--- config.mk ---
export PLATFORM = sky130hd
export DESIGN_NAME = tlc_param
export DESIGN_NICKNAME = d
export VERILOG_FILES = /design/src/rtl/tlc_param.sv
export SDC_FILE = /design/constraint.sdc
export NUM_CORES = 1
export LEC_CHECK = 0
export BUFFER_PORTS_ARGS = -buffer_cell sky130_fd_sc_hd__clkbuf_2
export CORE_UTILIZATION = 50
export DETAILED_ROUTE_END_ITERATION = 16
export GPL_ROUTABILITY_DRIVEN = 1
export MAX_ROUTING_LAYER = met4
export PLACE_DENSITY = 0.72
export SLEW_MARGIN = 20
export SYNTH_ARGS = -nofsm -noshare
export SYNTH_HDL_FRONTEND = slang
export SYNTH_SLANG_ARGS = --single-unit
--- constraint.sdc ---
create_clock -name clk -period 5.3 [get_ports clk]
set_input_delay 1.06 -clock clk [delete_from_list [all_inputs] [get_ports clk]]
set_output_delay 1.06 -clock clk [all_outputs]
set_load 0.02 [all_outputs]
--- src/rtl/tlc_param.sv ---
// tlc_param: parametrised two-road traffic light controller.
// Moore FSM cycling H green/yellow/(left)/all-red then V green/yellow/(left)/all-red,
// with demand-inserted left-turn phases, all-red clearance and a night flash mode.
// Ports:
//   clk                     system clock, rising edge
//   reset                   asynchronous active-high reset
//   h_left_req, v_left_req  left-turn demand per road (level or pulse)
//   flash_en                night flash request (level)
//   Horizontal_*/Vertical_* lamp outputs, decoded from state and blink bit
//   phase                   current state code
module tlc_param #(
  parameter int unsigned G_TIME     = 8,
  parameter int unsigned Y_TIME     = 2,
  parameter int unsigned L_TIME     = 4,
  parameter int unsigned AR_TIME    = 1,
  parameter int unsigned FLASH_HALF = 2,
  parameter int unsigned CNT_W      = 8
) (
  input  logic       clk,
  input  logic       reset,
  input  logic       h_left_req,
  input  logic       v_left_req,
  input  logic       flash_en,
  output logic       Horizontal_Green,
  output logic       Horizontal_Yellow,
  output logic       Horizontal_Left,
  output logic       Horizontal_Red,
  output logic       Vertical_Green,
  output logic       Vertical_Yellow,
  output logic       Vertical_Left,
  output logic       Vertical_Red,
  output logic [3:0] phase
);

  localparam int unsigned ST_W = 4;

  localparam logic [3:0] S_START = 4'd0;
  localparam logic [3:0] S_H_G   = 4'd1;
  localparam logic [3:0] S_H_Y   = 4'd2;
  localparam logic [3:0] S_H_L   = 4'd3;
  localparam logic [3:0] S_H_AR  = 4'd4;
  localparam logic [3:0] S_V_G   = 4'd5;
  localparam logic [3:0] S_V_Y   = 4'd6;
  localparam logic [3:0] S_V_L   = 4'd7;
  localparam logic [3:0] S_V_AR  = 4'd8;
  localparam logic [3:0] S_FLASH = 4'd9;

  logic [ST_W-1:0]  state, state_nxt;
  logic [CNT_W-1:0] timer, timer_nxt;
  logic             hl_latch, hl_latch_nxt;
  logic             vl_latch, vl_latch_nxt;
  logic             blink, blink_nxt;
  logic             expire;

  // Reload value (duration minus one) for the state being entered.
  function automatic logic [CNT_W-1:0] reload(input logic [ST_W-1:0] s);
    case (s)
      S_H_G, S_V_G: reload = CNT_W'(G_TIME - 1);
      S_H_Y, S_V_Y: reload = CNT_W'(Y_TIME - 1);
      S_H_L, S_V_L: reload = CNT_W'(L_TIME - 1);
      S_FLASH:      reload = CNT_W'(FLASH_HALF - 1);
      default:      reload = CNT_W'(AR_TIME - 1);
    endcase
  endfunction

  // State, timer, latches and blink register.
  always_ff @(posedge clk or posedge reset) begin
    if (reset) begin
      state    <= S_START;
      timer    <= CNT_W'(AR_TIME - 1);
      hl_latch <= 1'b0;
      vl_latch <= 1'b0;
      blink    <= 1'b0;
    end else begin
      state    <= state_nxt;
      timer    <= timer_nxt;
      hl_latch <= hl_latch_nxt;
      vl_latch <= vl_latch_nxt;
      blink    <= blink_nxt;
    end
  end

  assign expire = (timer == '0);

  // Next-state, timer reload and latch bookkeeping.
  always_comb begin
    state_nxt    = state;
    timer_nxt    = timer - CNT_W'(1);
    hl_latch_nxt = hl_latch;
    vl_latch_nxt = vl_latch;
    blink_nxt    = blink;

    // Demand is only captured while its own road is green or yellow.
    if ((state == S_H_G || state == S_H_Y) && h_left_req) hl_latch_nxt = 1'b1;
    if ((state == S_V_G || state == S_V_Y) && v_left_req) vl_latch_nxt = 1'b1;

    if (state == S_FLASH) begin
      if (!flash_en) begin
        state_nxt = S_START;
        timer_nxt = reload(S_START);
        blink_nxt = 1'b0;
      end else if (expire) begin
        blink_nxt = ~blink;
        timer_nxt = reload(S_FLASH);
      end
    end else if (expire) begin
      case (state)
        S_START: state_nxt = flash_en ? S_FLASH : S_H_G;
        S_H_G:   state_nxt = S_H_Y;
        // Latch OR live request so a request on the last yellow cycle counts.
        S_H_Y:   state_nxt = (hl_latch | h_left_req) ? S_H_L : S_H_AR;
        S_H_L:   state_nxt = S_H_AR;
        S_H_AR:  state_nxt = flash_en ? S_FLASH : S_V_G;
        S_V_G:   state_nxt = S_V_Y;
        S_V_Y:   state_nxt = (vl_latch | v_left_req) ? S_V_L : S_V_AR;
        S_V_L:   state_nxt = S_V_AR;
        S_V_AR:  state_nxt = flash_en ? S_FLASH : S_H_G;
        default: state_nxt = S_START;
      endcase
      timer_nxt = reload(state_nxt);
      if (state_nxt == S_H_AR) hl_latch_nxt = 1'b0;
      if (state_nxt == S_V_AR) vl_latch_nxt = 1'b0;
      if (state_nxt == S_FLASH) blink_nxt = 1'b1;
    end

    // Left demand is meaningless while flashing.
    if (state == S_FLASH || state_nxt == S_FLASH) begin
      hl_latch_nxt = 1'b0;
      vl_latch_nxt = 1'b0;
    end
  end

  // Lamp decode from registered state and blink bit.
  always_comb begin
    Horizontal_Green  = 1'b0;
    Horizontal_Yellow = 1'b0;
    Horizontal_Left   = 1'b0;
    Horizontal_Red    = 1'b0;
    Vertical_Green    = 1'b0;
    Vertical_Yellow   = 1'b0;
    Vertical_Left     = 1'b0;
    Vertical_Red      = 1'b0;
    case (state)
      S_H_G:   begin Horizontal_Green  = 1'b1; Vertical_Red   = 1'b1; end
      S_H_Y:   begin Horizontal_Yellow = 1'b1; Vertical_Red   = 1'b1; end
      S_H_L:   begin Horizontal_Left   = 1'b1; Vertical_Red   = 1'b1; end
      S_V_G:   begin Vertical_Green    = 1'b1; Horizontal_Red = 1'b1; end
      S_V_Y:   begin Vertical_Yellow   = 1'b1; Horizontal_Red = 1'b1; end
      S_V_L:   begin Vertical_Left     = 1'b1; Horizontal_Red = 1'b1; end
      S_FLASH: begin Horizontal_Yellow = blink; Vertical_Red  = blink; end
      default: begin Horizontal_Red    = 1'b1; Vertical_Red   = 1'b1; end
    endcase
  end

  assign phase = state;

endmodule

# [Word-level counts from Yosys, hierarchy flattened]
# Index checks and enable logic that the tools add are counted.
[word_totals] ff_bits=15 latch_bits=0 ram_bits=0 romBits=0 input_bits=5 out_inout_bits=12 wordCells=83 n_memories=0
[op_classes] addsub=1 n_mul=0 n_div=0 order_cmp=0 eq_ne=20 n_shift=0 muxes=38 bitwise_logic=3 reduce_logical=16
[op_table] cell="4-bit by 3-bit == test with 1-bit output, second input constant" n=8
[op_table] cell="4-bit two-way mux" n=8
[op_table] cell="8-bit two-way mux" n=4
[op_table] cell="4-bit case mux with 8 select lines" n=1
[op_table] cell="1-bit two-way mux" n=21
[op_table] cell="4-bit == test, second input constant" n=5
[op_table] cell="4-bit by 2-bit == test with 1-bit output, second input constant" n=4
[op_table] cell="3-bit case mux with 3 select lines" n=1
[op_table] cell="4-bit by 1-bit == test with 1-bit output, second input constant" n=2
[op_table] cell="8-bit logical NOT" n=1
[op_table] cell="8-bit by 1-bit subtractor with 8-bit output, second input constant" n=1
[op_table] cell="2-bit OR reduction" n=3
[op_table] cell="3-bit OR reduction" n=2
[op_table] cell="4-bit logical NOT" n=1
[op_table] cell="1-bit case mux with 2 select lines" n=2
[op_table] cell="2-bit nonzero test" n=2
[op_table] cell="4-bit OR reduction" n=1
[op_table] cell="1-bit logical OR" n=3
[op_table] cell="3-bit two-way mux" n=1
[op_table] cell="3-bit AND reduction" n=1
[op_table] cell="1-bit logical AND" n=2
[op_table] cell="2-bit by 1-bit != test with 1-bit output, second input constant" n=1
[op_table] cell="1-bit bitwise OR" n=2
[op_table] cell="1-bit inverter" n=1

# [Depth between registers and ports, before layout]
# Gate-level depths: netlist of the first run.
[depth] ltp_word=10 mapped_depth=9 mapped_depth_nobuf=7

# [Worst setup path after synthesis of the first run]
# No wires, ideal clock.
[synth_path] path_kind="register to output" from="reg state[1] (netlist: phase[1])" to="out Horizontal_Left" arrival_time_ns=1.628 t_required_ns=4.240 path_slack_ns=2.612 stages_incl_launch_ff=5 n_path_buf=2 path_cell_list="dfrtp_1 clkbuf_1 clkbuf_1 nand2_1 nor3_1"
[synth_via] elab_chain_len=2
[synth_rtl] element="start, declared" line_no="48" text="logic [ST_W-1:0] state, state_nxt;"
[synth_rtl] element="start signal, assigned" line_no="75" text="state <= state_nxt;"
[synth_rtl] element="4-bit by 2-bit == test with 1-bit output" line_no="143" text="case (state)"
[synth_rtl] element="1-bit two-way mux" line_no="143"
[synth_rtl] element="end, declared" line_no="26" text="output logic Horizontal_Left,"
# Every way passes these cells.

# [Worst setup path after layout of the first run]
[layout_path] from="reg state[1] (netlist: phase[1])" to="out Vertical_Red"
[layout_via] elab_chain_len=3 elab_cells_between_ends=6 classes_between="4 x eq/ne; 1 x mux; 1 x reduce/logical"
[layout_rtl] element="4-bit by 3-bit == test with 1-bit output" line_no="143"
[layout_rtl] element="3-bit OR reduction (no line)"
[layout_rtl] element="1-bit case mux with 2 select lines *" line_no="143"
[layout_rtl] element="end, declared" line_no="31" text="output logic Vertical_Red,"
# Mark *: on every way between the ends. The rest lies on a longest branch, timed or not.

==> results.py, run 1 <==
metrics = {
    "floorplan": {
        "die_area_sq_mm": 0.002263,
        "io_pins": 17,
        "dieHeight_um": 47.58,
        "core_area_sq_mm": 0.001962,
        "rows": 16,
        "die_x_um": 47.58,
        "initial_utilization_pct": 52.93,
    },
    "layout": {
        "drive_above_1_share_pct": 18.66,
        "multi_input_area_sq_um": 593.1,
        "n_fill_cell": 192,
        "final_nets": 141,
        "fin_util_pct": 57.72,
        "area_growth_syn_to_layout_pct": 9.037,
        "register_area_sq_um": 375.4,
        "n_antenna_cell": 0,
    },
    "synthesis": {
        "synthSimpleGateAreaFrac_pct": 26.63,
        "ys_ff_latch": 15,
        "synth_top_family_by_area": "simple AND/OR/NAND/NOR gates",
        "synth_area_sq_mm": 0.001038,
        "syn_area_per_cell_sq_um": 8.242,
        "synth_warnings": 0,
        "muxShareOfSynthArea_pct": 0.9639,
        "synth_xor_area_share_pct": 5.904,
        "synth_compound_area_share_pct": 22.41,
        "syn_nets": 132,
        "synth_seq_area_share_pct": 36.14,
        "synth_fa_ha_area_share_pct": 1.205,
        "ys_types": 41,
        "synthCells": 126,
    },
    "clocking": {
        "clk_pin_slew_ps": 100,
        "postCtsSetupBuffers": 0,
        "htree_levels": 1,
        "post_cts_resized": 0,
        "clockRootBuffer": "clkbuf_4",
        "insertion_delay_ps": 290,
        "cts_tree": "done",
        "cts_sinks": 15,
        "hold_buffers": 0,
        "cts_made_buffers": 3,
        "cts_max_path_buffers": 2,
    },
    "power": {
        "p_int_w": 0.0003201,
        "p_seq_share_pct": 39.2,
        "ir_worst_vdd_uv": 277.6,
        "pwr-share-clk_pct": 10.9,
        "p_switching_w": 0.0002909,
        "p_leak_nw": 0.4626,
        "p_sw_share_pct": 47.62,
        "powerDensity_mw_per_mm2": 539.6,
        "pwr-share-comb_pct": 49.9,
    },
    "timing": {
        "fin_hold_ws_ps": 551.0,
        "tightest_slew_ps": 602.3,
        "finClkSkew_ps": 9.939,
        "tns_ps": 0,
        "rsz0062_at_grt": "no",
        "finalSetupViolCount": 0,
        "layout_min_cycle_time_ps": 3186,
        "timing.final.crit_share_pct": 60.11,
        "finalHoldViolations": 0,
        "timing.final.ws_setup_ps": 2114,
        "slew_viol_final": 0,
        "relSlewSlack_pct": 58.81,
        "max_freq_mhz": 313.9,
    },
    "hold_path": {
        "min_path_type": "register to register",
    },
    "route": {
        "vias": 960,
        "drtPass1Iterations": 4,
        "ant_nets": 0,
        "viasPerCell": 5.963,
        "drtIter0Drc": 29,
        "route.detailed.drc": 0,
        "drt_wl_total_um": 2400,
        "wl_per_cell_um": 14.91,
    },
    "global_route": {
        "antenna_found_initial": 0,
        "grt_first_pass_wirelength_um": 3663,
        "grt_usage_pct": 24.59,
        "grt_max_degree": 24,
        "gr-total-overflow": 0,
        "grt_pass1_vias": 802,
    },
    "place": {
        "place_worst_setup_slack_ps": 2475,
        "dpl.hpwl_um": 1718,
        "port_buffers": 16,
        "gp_congestion": 0.8832,
    },
    "setup_path": {
        "arrival_ps": 2130,
        "cp-start-kind": "register",
        "end_kind": "output port",
        "path_max_fanout": 23,
        "critPathRequiredTime_ps": 4240,
        "worstSetupPathType": "register to output port",
    },
    "status": {
        "status": "complete, no violations",
    },
    "job": {
        "cap_violations": 0,
    },
}
-- critical path, stage by stage, from the launching register on --
cell and delay [ps]:
dfrtp_1 630, nand2b_1 300, or3b_2 550, inv_1 120, a21oi_1 80, clkbuf_2 150
-- layout make-up --
| class | count | share of cell area [%] |
|---|---|---|
| clock inverters | 1 | 0.4420 |
| clock buffers | 3 | 1.989 |
| repair buffers | 16 | 7.072 |
| flip-flops and latches | 15 | 33.15 |
| inverters | 6 | 1.989 |
| well taps | 27 | 2.983 |
| multi-input cells | 93 | 52.38 |
-- path summary, 6_finish.rpt --
| kind | start | endpoint | slack [ps] | cells after the start |
|---|---|---|---|---|
| worst max-delay path | phase[1] | Vertical_Red | 2110 | 5 |
| worst min-delay path | timer[4] | timer[4] | 550 | 2 |
| worst max register to register | timer[0] | vl_latch | 2630 | 7 |
| worst min register to register | timer[4] | timer[4] | 550 | 2 |
| max in group asynchronous | reset | timer[4] | 4120 | 2 |
| min in group asynchronous | reset | hl_latch | 790 | 2 |
-- state kept, by name, indices dropped and copies added (netlist names) --
register / flops
phase: 4
blink: 1
timer: 8
hl_latch: 1
vl_latch: 1
-- cell usage in the layout (no fill, tap or decap), types with 2 or more instances in the layout --
master / Yosys / final
a2111oi_0: 2 / 2
a21o_1: 2 / 2
a21oi_1: 8 / 8
clkbuf_2: 0 / 16
clkbuf_4: 0 / 3
dfrtp_1: 15 / 15
inv_1: 6 / 6
nand2_1: 6 / 6
nand2b_1: 3 / 3
nor2_1: 16 / 16
nor3_1: 8 / 8
nor3b_1: 3 / 3
nor4_1: 2 / 2
o21a_1: 3 / 3
o21ai_0: 4 / 4
o31ai_1: 3 / 3
or3_1: 3 / 3
or3b_2: 2 / 2
xnor2_1: 5 / 5
xor2_1: 2 / 2
-- power groups by stage --
stage	clock, W	sequential, W	combinational (W)
2_1_floorplan	0	0.000204	0.000268
3_3_place_gp	0	0.000237	0.000295
3_5_place_dp	0	0.000240	0.000304
4_1_cts	0.0000692	0.000238	0.000306
5_1_grt	0.0000763	0.000250	0.000342
6_report	0.0000668	0.000239	0.000305
-- metal layers --
metal / track usage, % / wire (um)
met3: 5.660 / 127
met5: - / 0
met2: 35.62 / 1181
met1: 33.18 / 1086
met4: 10.00 / 5
-- cell families (layout without fill, tap and decap cells) --
logic type | count (synthesis) | in the layout
simple gates | 51 | 51
compound gates | 33 | 33
buf+inv | 18 | 26
flops | 15 | 15
xor+xnor | 7 | 7
fa+ha+maj | 1 | 1
mux | 1 | 1
-- per-stage QoR --
step	instances	instance area (sq um)	power, W
final	161	1132	0.0006110
after global routing	161	1132	0.0006684
after CTS	161	1132	0.0006132
after detailed placement	157	1105	0.0005443
after global placement	157	1105	0.0005325
after floorplan	126	1039	0.0004718
-- synth_stat cells (all sizes together) --
cell | n | area, sq um
nor2 | 16 | 60.06
dfrtp | 15 | 375.4
clkbuf | 10 | 37.54
a21oi | 8 | 40.04
nor3 | 8 | 40.04
inv | 6 | 22.52
nand2 | 6 | 22.52
o21ai | 5 | 25.02
xnor2 | 5 | 43.79
o31ai | 4 | 35.03
nand2b | 3 | 18.77
nor3b | 3 | 22.52
nor4 | 3 | 25.02
o21a | 3 | 22.52
or3 | 3 | 18.77
a2111oi | 2 | 17.52
a21o | 2 | 15.01
buf | 2 | 10.01
or3b | 2 | 17.52
xor2 | 2 | 17.52
a211o | 1 | 8.760
a221oi | 1 | 8.760
a32oi | 1 | 8.760
ha | 1 | 12.51
mux2i | 1 | 10.01
nand3 | 1 | 5.000
nand4 | 1 | 6.260
nand4b | 1 | 8.760
nor2b | 1 | 6.260
nor4b | 1 | 8.760
o211ai | 1 | 7.510
o21ba | 1 | 10.01
o21bai | 1 | 7.510
o221ai | 1 | 8.760
o31a | 1 | 8.760
o32ai | 1 | 8.760
or2 | 1 | 6.260
or4b | 1 | 10.01
Power figures use the tool's default switching activity.
==> run 2, diff against run 1 <==
==> constraint.sdc (replaced) <==
create_clock -name clk -period 3.01 [get_ports clk]
set_input_delay 0.602 -clock clk [delete_from_list [all_inputs] [get_ports clk]]
set_output_delay 0.602 -clock clk [all_outputs]
set_load 0.02 [all_outputs]
==> run 2 against run 1 <==
  * Final area rose by 1.9%
  * Clock skew down 9.0 ps
  * Count of clock-buffer cells in the layout increased by 1
  * Non-clock buffer count grew 3
  * Critical path type is now register to register
  * Setup slack lost 1600 ps
==> results.py, run 2 (same netlist as run 1, synthesis figures left out) <==
metrics = {
    "status": {
        "status": "complete, no violations",
    },
    "floorplan": {
        "io_pins": 17,
        "rows": 16,
        "die_area_sq_mm": 0.002263,
        "core_area_sq_mm": 0.001962,
        "dieHeight_um": 47.58,
        "die_x_um": 47.58,
        "initial_utilization_pct": 52.93,
    },
    "clocking": {
        "clockRootBuffer": "clkbuf_4",
        "insertion_delay_ps": 280,
        "postCtsSetupBuffers": 0,
        "cts_max_path_buffers": 2,
        "cts_made_buffers": 3,
        "post_cts_resized": 0,
        "htree_levels": 1,
        "hold_buffers": 0,
        "cts_tree": "done",
        "cts_sinks": 15,
        "clk_pin_slew_ps": 90,
    },
    "route": {
        "drtPass1Iterations": 4,
        "viasPerCell": 5.982,
        "vias": 981,
        "drtIter0Drc": 20,
        "ant_nets": 0,
        "route.detailed.drc": 0,
        "wl_per_cell_um": 14.18,
        "drt_wl_total_um": 2325,
    },
    "layout": {
        "drive_above_1_share_pct": 19.71,
        "largest_register_ffs": 8,
        "register_area_sq_um": 375.4,
        "multi_input_area_sq_um": 593.1,
        "n_antenna_cell": 0,
        "layout_common_cells": "nor2_1, clkbuf_2, dfrtp_1",
        "largest_register": "timer",
        "area_growth_syn_to_layout_pct": 11.08,
        "fin_area_sq_mm": 0.001154,
        "n_fill_cell": 200,
        "final_nets": 144,
    },
    "setup_path": {
        "cp-start-kind": "register",
        "path_max_fanout": 7,
        "worstSetupPathType": "register to register",
        "arrival_ps": 2660,
        "critPathRequiredTime_ps": 3160,
        "end_kind": "register",
    },
    "timing": {
        "timing.final.crit_share_pct": 83.16,
        "tns_ps": 0,
        "max_freq_mhz": 399.5,
        "finClkSkew_ps": 0.9439,
        "tightest_slew_ps": 576.2,
        "relSlewSlack_pct": 61.55,
        "finalHoldViolations": 0,
        "rsz0062_at_grt": "no",
        "layout_min_cycle_time_ps": 2503,
        "slew_viol_final": 0,
        "finalSetupViolCount": 0,
    },
    "global_route": {
        "grt_first_pass_wirelength_um": 3532,
        "grt_usage_pct": 23.23,
        "grt_pass1_vias": 829,
        "antenna_found_initial": 0,
        "grt_max_degree": 23,
        "gr-total-overflow": 0,
    },
    "place": {
        "placed_area_sq_mm": 0.001127,
        "port_buffers": 16,
        "gp_congestion": 0.9318,
        "dpl.hpwl_um": 1702,
    },
    "job": {
        "cap_violations": 0,
    },
    "power": {
        "p_leak_nw": 0.4741,
        "ir_worst_vdd_uv": 538.0,
        "powerDensity_mw_per_mm2": 946.8,
    },
    "hold_path": {
        "min_path_type": "input port to asynchronous set/reset pin",
    },
}
-- run 2: cell count changes in the layout (fill, tap and decap cells not counted) --
cell,change
buf_4,+3
clkbuf_1,+1
clkinv_2,-1
-- run 2: metal layers --
layer / wire length [um] / GRT usage [%] / up-vias
li1: - / - / 473
met1: 992 / 28.27 / 462
met2: 1158 / 40.00 / 40
met3: 126 / 2.264 / 6
met4: 48 / 8.333 / 0
met5: 0 / - / -
-- run 2: layout make-up --
cell class / count / area share, %
multi-input cells: 93 / 51.41
flip-flops and latches: 15 / 32.54
repair buffers: 19 / 8.894
well taps: 27 / 2.928
clock buffers: 4 / 2.278
inverters: 6 / 1.952
-- run 2: worst max-delay path, cell delays in order, from the launching register on --
cell and delay (ps):
dfrtp_1 410, inv_1 70, ha_1 210, or4b_1 570, or2_0 370, a211o_1 370, nor4_2 310, nor4_1 80
-- run 2: where the power goes --
group | total (W) | switching, W | internal [W]
Combinational | 0.000626 | 0.000374 | 0.000252
Clock | 0.000113 | 0.0000619 | 0.0000514
Sequential | 0.000353 | 0.0000704 | 0.000283
-- run 2: worst paths after layout --
check,start,endpoint,slack [ps],depth (start not counted)
setup / recovery,timer[0],hl_latch,510,7
max in group asynchronous,reset,timer[1],2290,2
hold reg to reg,timer[4],timer[4],550,2
min in group clk,timer[4],timer[4],550,2
setup reg to reg,timer[0],hl_latch,510,7
hold / removal,reset,vl_latch,350,2
-- run 2: metrics by stage --
step	hold slack [ps]	worst slack (ps)	power, W	instances	util [%]
floorplan	496.6	681.2	0.0008307	126	-
global placement	518.8	620.2	0.0009701	160	57.46
detailed placement	529.9	529.2	0.0009823	160	57.46
CTS	360.0	521.6	0.001098	164	58.80
global route	417.3	369.5	0.001184	164	58.80
finish	347.6	506.9	0.001092	164	58.80
==> run 3, diff against run 2 <==
--- a/config.mk
+++ b/config.mk
@@ -6,11 +6,11 @@
 export NUM_CORES = 1
 export LEC_CHECK = 0
 export BUFFER_PORTS_ARGS = -buffer_cell sky130_fd_sc_hd__clkbuf_2
-export CORE_UTILIZATION = 50
+export CORE_UTILIZATION = 49
 export DETAILED_ROUTE_END_ITERATION = 16
 export GPL_ROUTABILITY_DRIVEN = 1
 export MAX_ROUTING_LAYER = met4
-export PLACE_DENSITY = 0.72
+export PLACE_DENSITY = 0.74
 export SLEW_MARGIN = 20
 export SYNTH_ARGS = -nofsm -noshare
 export SYNTH_HDL_FRONTEND = slang
==> constraint.sdc (replaced) <==
create_clock -name clk -period 2.11 [get_ports clk]
set_input_delay 0.422 -clock clk [delete_from_list [all_inputs] [get_ports clk]]
set_output_delay 0.422 -clock clk [all_outputs]
set_load 0.02 [all_outputs]
==> run 3 against run 2 <==
  * The flow now finishes with violations (setup timing)
  * Routed wire length increased by 15%
  * Critical path depth unchanged
  * Final cell count increased by 9.1%
  * Largest cell class unchanged
  * Sequential power increased by 43%
  * Sequential cell count unchanged
  * Final area increased by 14%
  * Clock skew increased by 5.3 ps
  * Clock power increased by 46%
  * Fmax increased by 17%
  * Register-to-register slack got worse by 540 ps
  * Global-route usage increased by 0.72 points
==> results.py, run 3 (same netlist as run 1, synthesis figures left out) <==
metrics = {
    "timing": {
        "finalHoldViolations": 0,
        "max_freq_mhz": 465.6,
        "timing.final.ws_setup_ps": -37.67,
        "tightest_slew_ps": 915.8,
        "finClkSkew_ps": 6.227,
        "layout_min_cycle_time_ps": 2148,
        "finalSetupViolCount": 2,
        "rsz0062_at_grt": "yes",
        "slew_viol_final": 0,
        "timing.final.crit_share_pct": 101.8,
        "relSlewSlack_pct": 37.37,
    },
    "setup_path": {
        "path_cells": "inv_1 > ha_2 > or4b_4 > or2_4 > o31a_1 > nor4_4 > nor4_1",
        "cpPeakStageDelay_ps": 470,
        "worst-path-buf-inv": 1,
        "end_kind": "register",
        "worstSetupPathType": "register to register",
        "critPathRequiredTime_ps": 2270,
        "cpLargestDelayFamily": "simple AND/OR/NAND/NOR gates",
        "arrival_ps": 2310,
        "path_max_fanout": 4,
        "cp_slowest_cell": "or4b_4",
        "cp-start-kind": "register",
    },
    "layout": {
        "register_area_sq_um": 375.4,
        "drive_above_1_share_pct": 32.89,
        "final_nets": 159,
        "area_growth_syn_to_layout_pct": 26.75,
        "final_cells": 179,
        "n_fill_cell": 151,
        "layout_common_cells": "buf_4, nor2_1, dfrtp_1, clkbuf_2",
        "largest_register_ffs": 8,
        "layout_commonest_cell": "buf_4",
        "n_antenna_cell": 0,
        "fin_util_pct": 66.41,
        "multi_input_area_sq_um": 641.9,
        "largest_register": "timer",
    },
    "route": {
        "vias": 1036,
        "ant_nets": 0,
        "route.detailed.drc": 0,
        "drtPass1Iterations": 4,
        "wl_per_cell_um": 14.96,
        "drt_wl_total_um": 2677,
        "drtIter0Drc": 34,
        "viasPerCell": 5.788,
    },
    "place": {
        "dpl.hpwl_um": 1902,
        "port_buffers": 16,
        "gp_congestion": 0.8926,
        "placed_cells": 171,
    },
    "clocking": {
        "cts_tree": "done",
        "cts_sinks": 15,
        "insertion_delay_ps": 280,
        "clockRootBuffer": "clkbuf_4",
        "cts_made_buffers": 3,
        "htree_levels": 1,
        "cts_max_path_buffers": 2,
        "clk_pin_slew_ps": 100,
        "hold_buffers": 0,
    },
    "power": {
        "ir_worst_vdd_uv": 782.3,
        "powerDensity_mw_per_mm2": 1341,
        "p_leak_nw": 0.5586,
    },
    "global_route": {
        "antenna_found_initial": 0,
        "grt_pass1_vias": 900,
        "gr-total-overflow": 0,
        "grt_max_degree": 23,
        "grt_usage_pct": 23.95,
        "grt_first_pass_wirelength_um": 3698,
    },
    "floorplan": {
        "rows": 16,
        "die_x_um": 48.04,
        "core_area_sq_mm": 0.001982,
        "die_area_sq_mm": 0.002307,
        "io_pins": 17,
        "initial_utilization_pct": 52.40,
        "dieHeight_um": 48.04,
    },
    "job": {
        "cap_violations": 0,
    },
    "status": {
        "status": "finished with violations",
        "violations": "setup timing",
    },
    "hold_path": {
        "min_path_type": "input port to asynchronous set/reset pin",
    },
}
[run 3: repair_timing]
action	in CTS	in global routing
endpoints found under the setup margin	3	4
pin swaps	2	4
endpoints found under the hold margin	0	0
resized for setup	5	6
setup buffers	2	2
[run 3: metal layers]
layer  track usage [%]  up-vias  routed length (um)
li1                  -      502                   -
met1             29.41      491                1120
met2             38.92       34                1365
met3             3.396        9                 115
met4             10.56        0                  75
met5                 -        -                   0
[run 3: worst paths after layout]
| kind | cells past startpoint | startpoint | end | slack (ps) |
|---|---|---|---|---|
| setup / recovery | 7 | timer[1] | hl_latch | -40 |
| hold / removal | 2 | reset | phase[2] | 160 |
| setup reg to reg | 7 | timer[1] | hl_latch | -40 |
| hold reg to reg | 2 | timer[7] | timer[7] | 580 |
| max in group asynchronous | 2 | reset | blink | 1570 |
| min in group clk | 3 | h_left_req | hl_latch | 490 |
[run 3: final cells by class]
class	instances	area share (%)
Clock inverter	1	0.3802
Multi-Input combinational cell	93	48.76
Sequential cell	15	28.52
Clock buffer	3	1.711
Inverter	6	1.711
Timing Repair Buffer	34	16.35
Tap cell	27	2.567
[run 3: metrics by stage]
stage	TNS, ps	worst slack (ps)	total power, W	hold WS (ps)	instance area (sq um)
finish	-64.52	-37.67	0.001766	161.6	1316
global route	-201.7	-102.0	0.001900	210.2	1316
CTS	-99.34	-56.29	0.001727	169.0	1272
detailed placement	-114.1	-69.49	0.001526	486.1	1216
global placement	0	21.62	0.001495	478.3	1216
floorplan	-316.8	-162.8	0.001205	323.5	1051
[run 3: power breakdown]
part           switching (W)  total (W)  internal (W)
Clock              0.0000948   0.000165     0.0000703
Combinational       0.000619    0.00109      0.000476
Sequential          0.000102   0.000506      0.000403
Total               0.000816    0.00177      0.000950
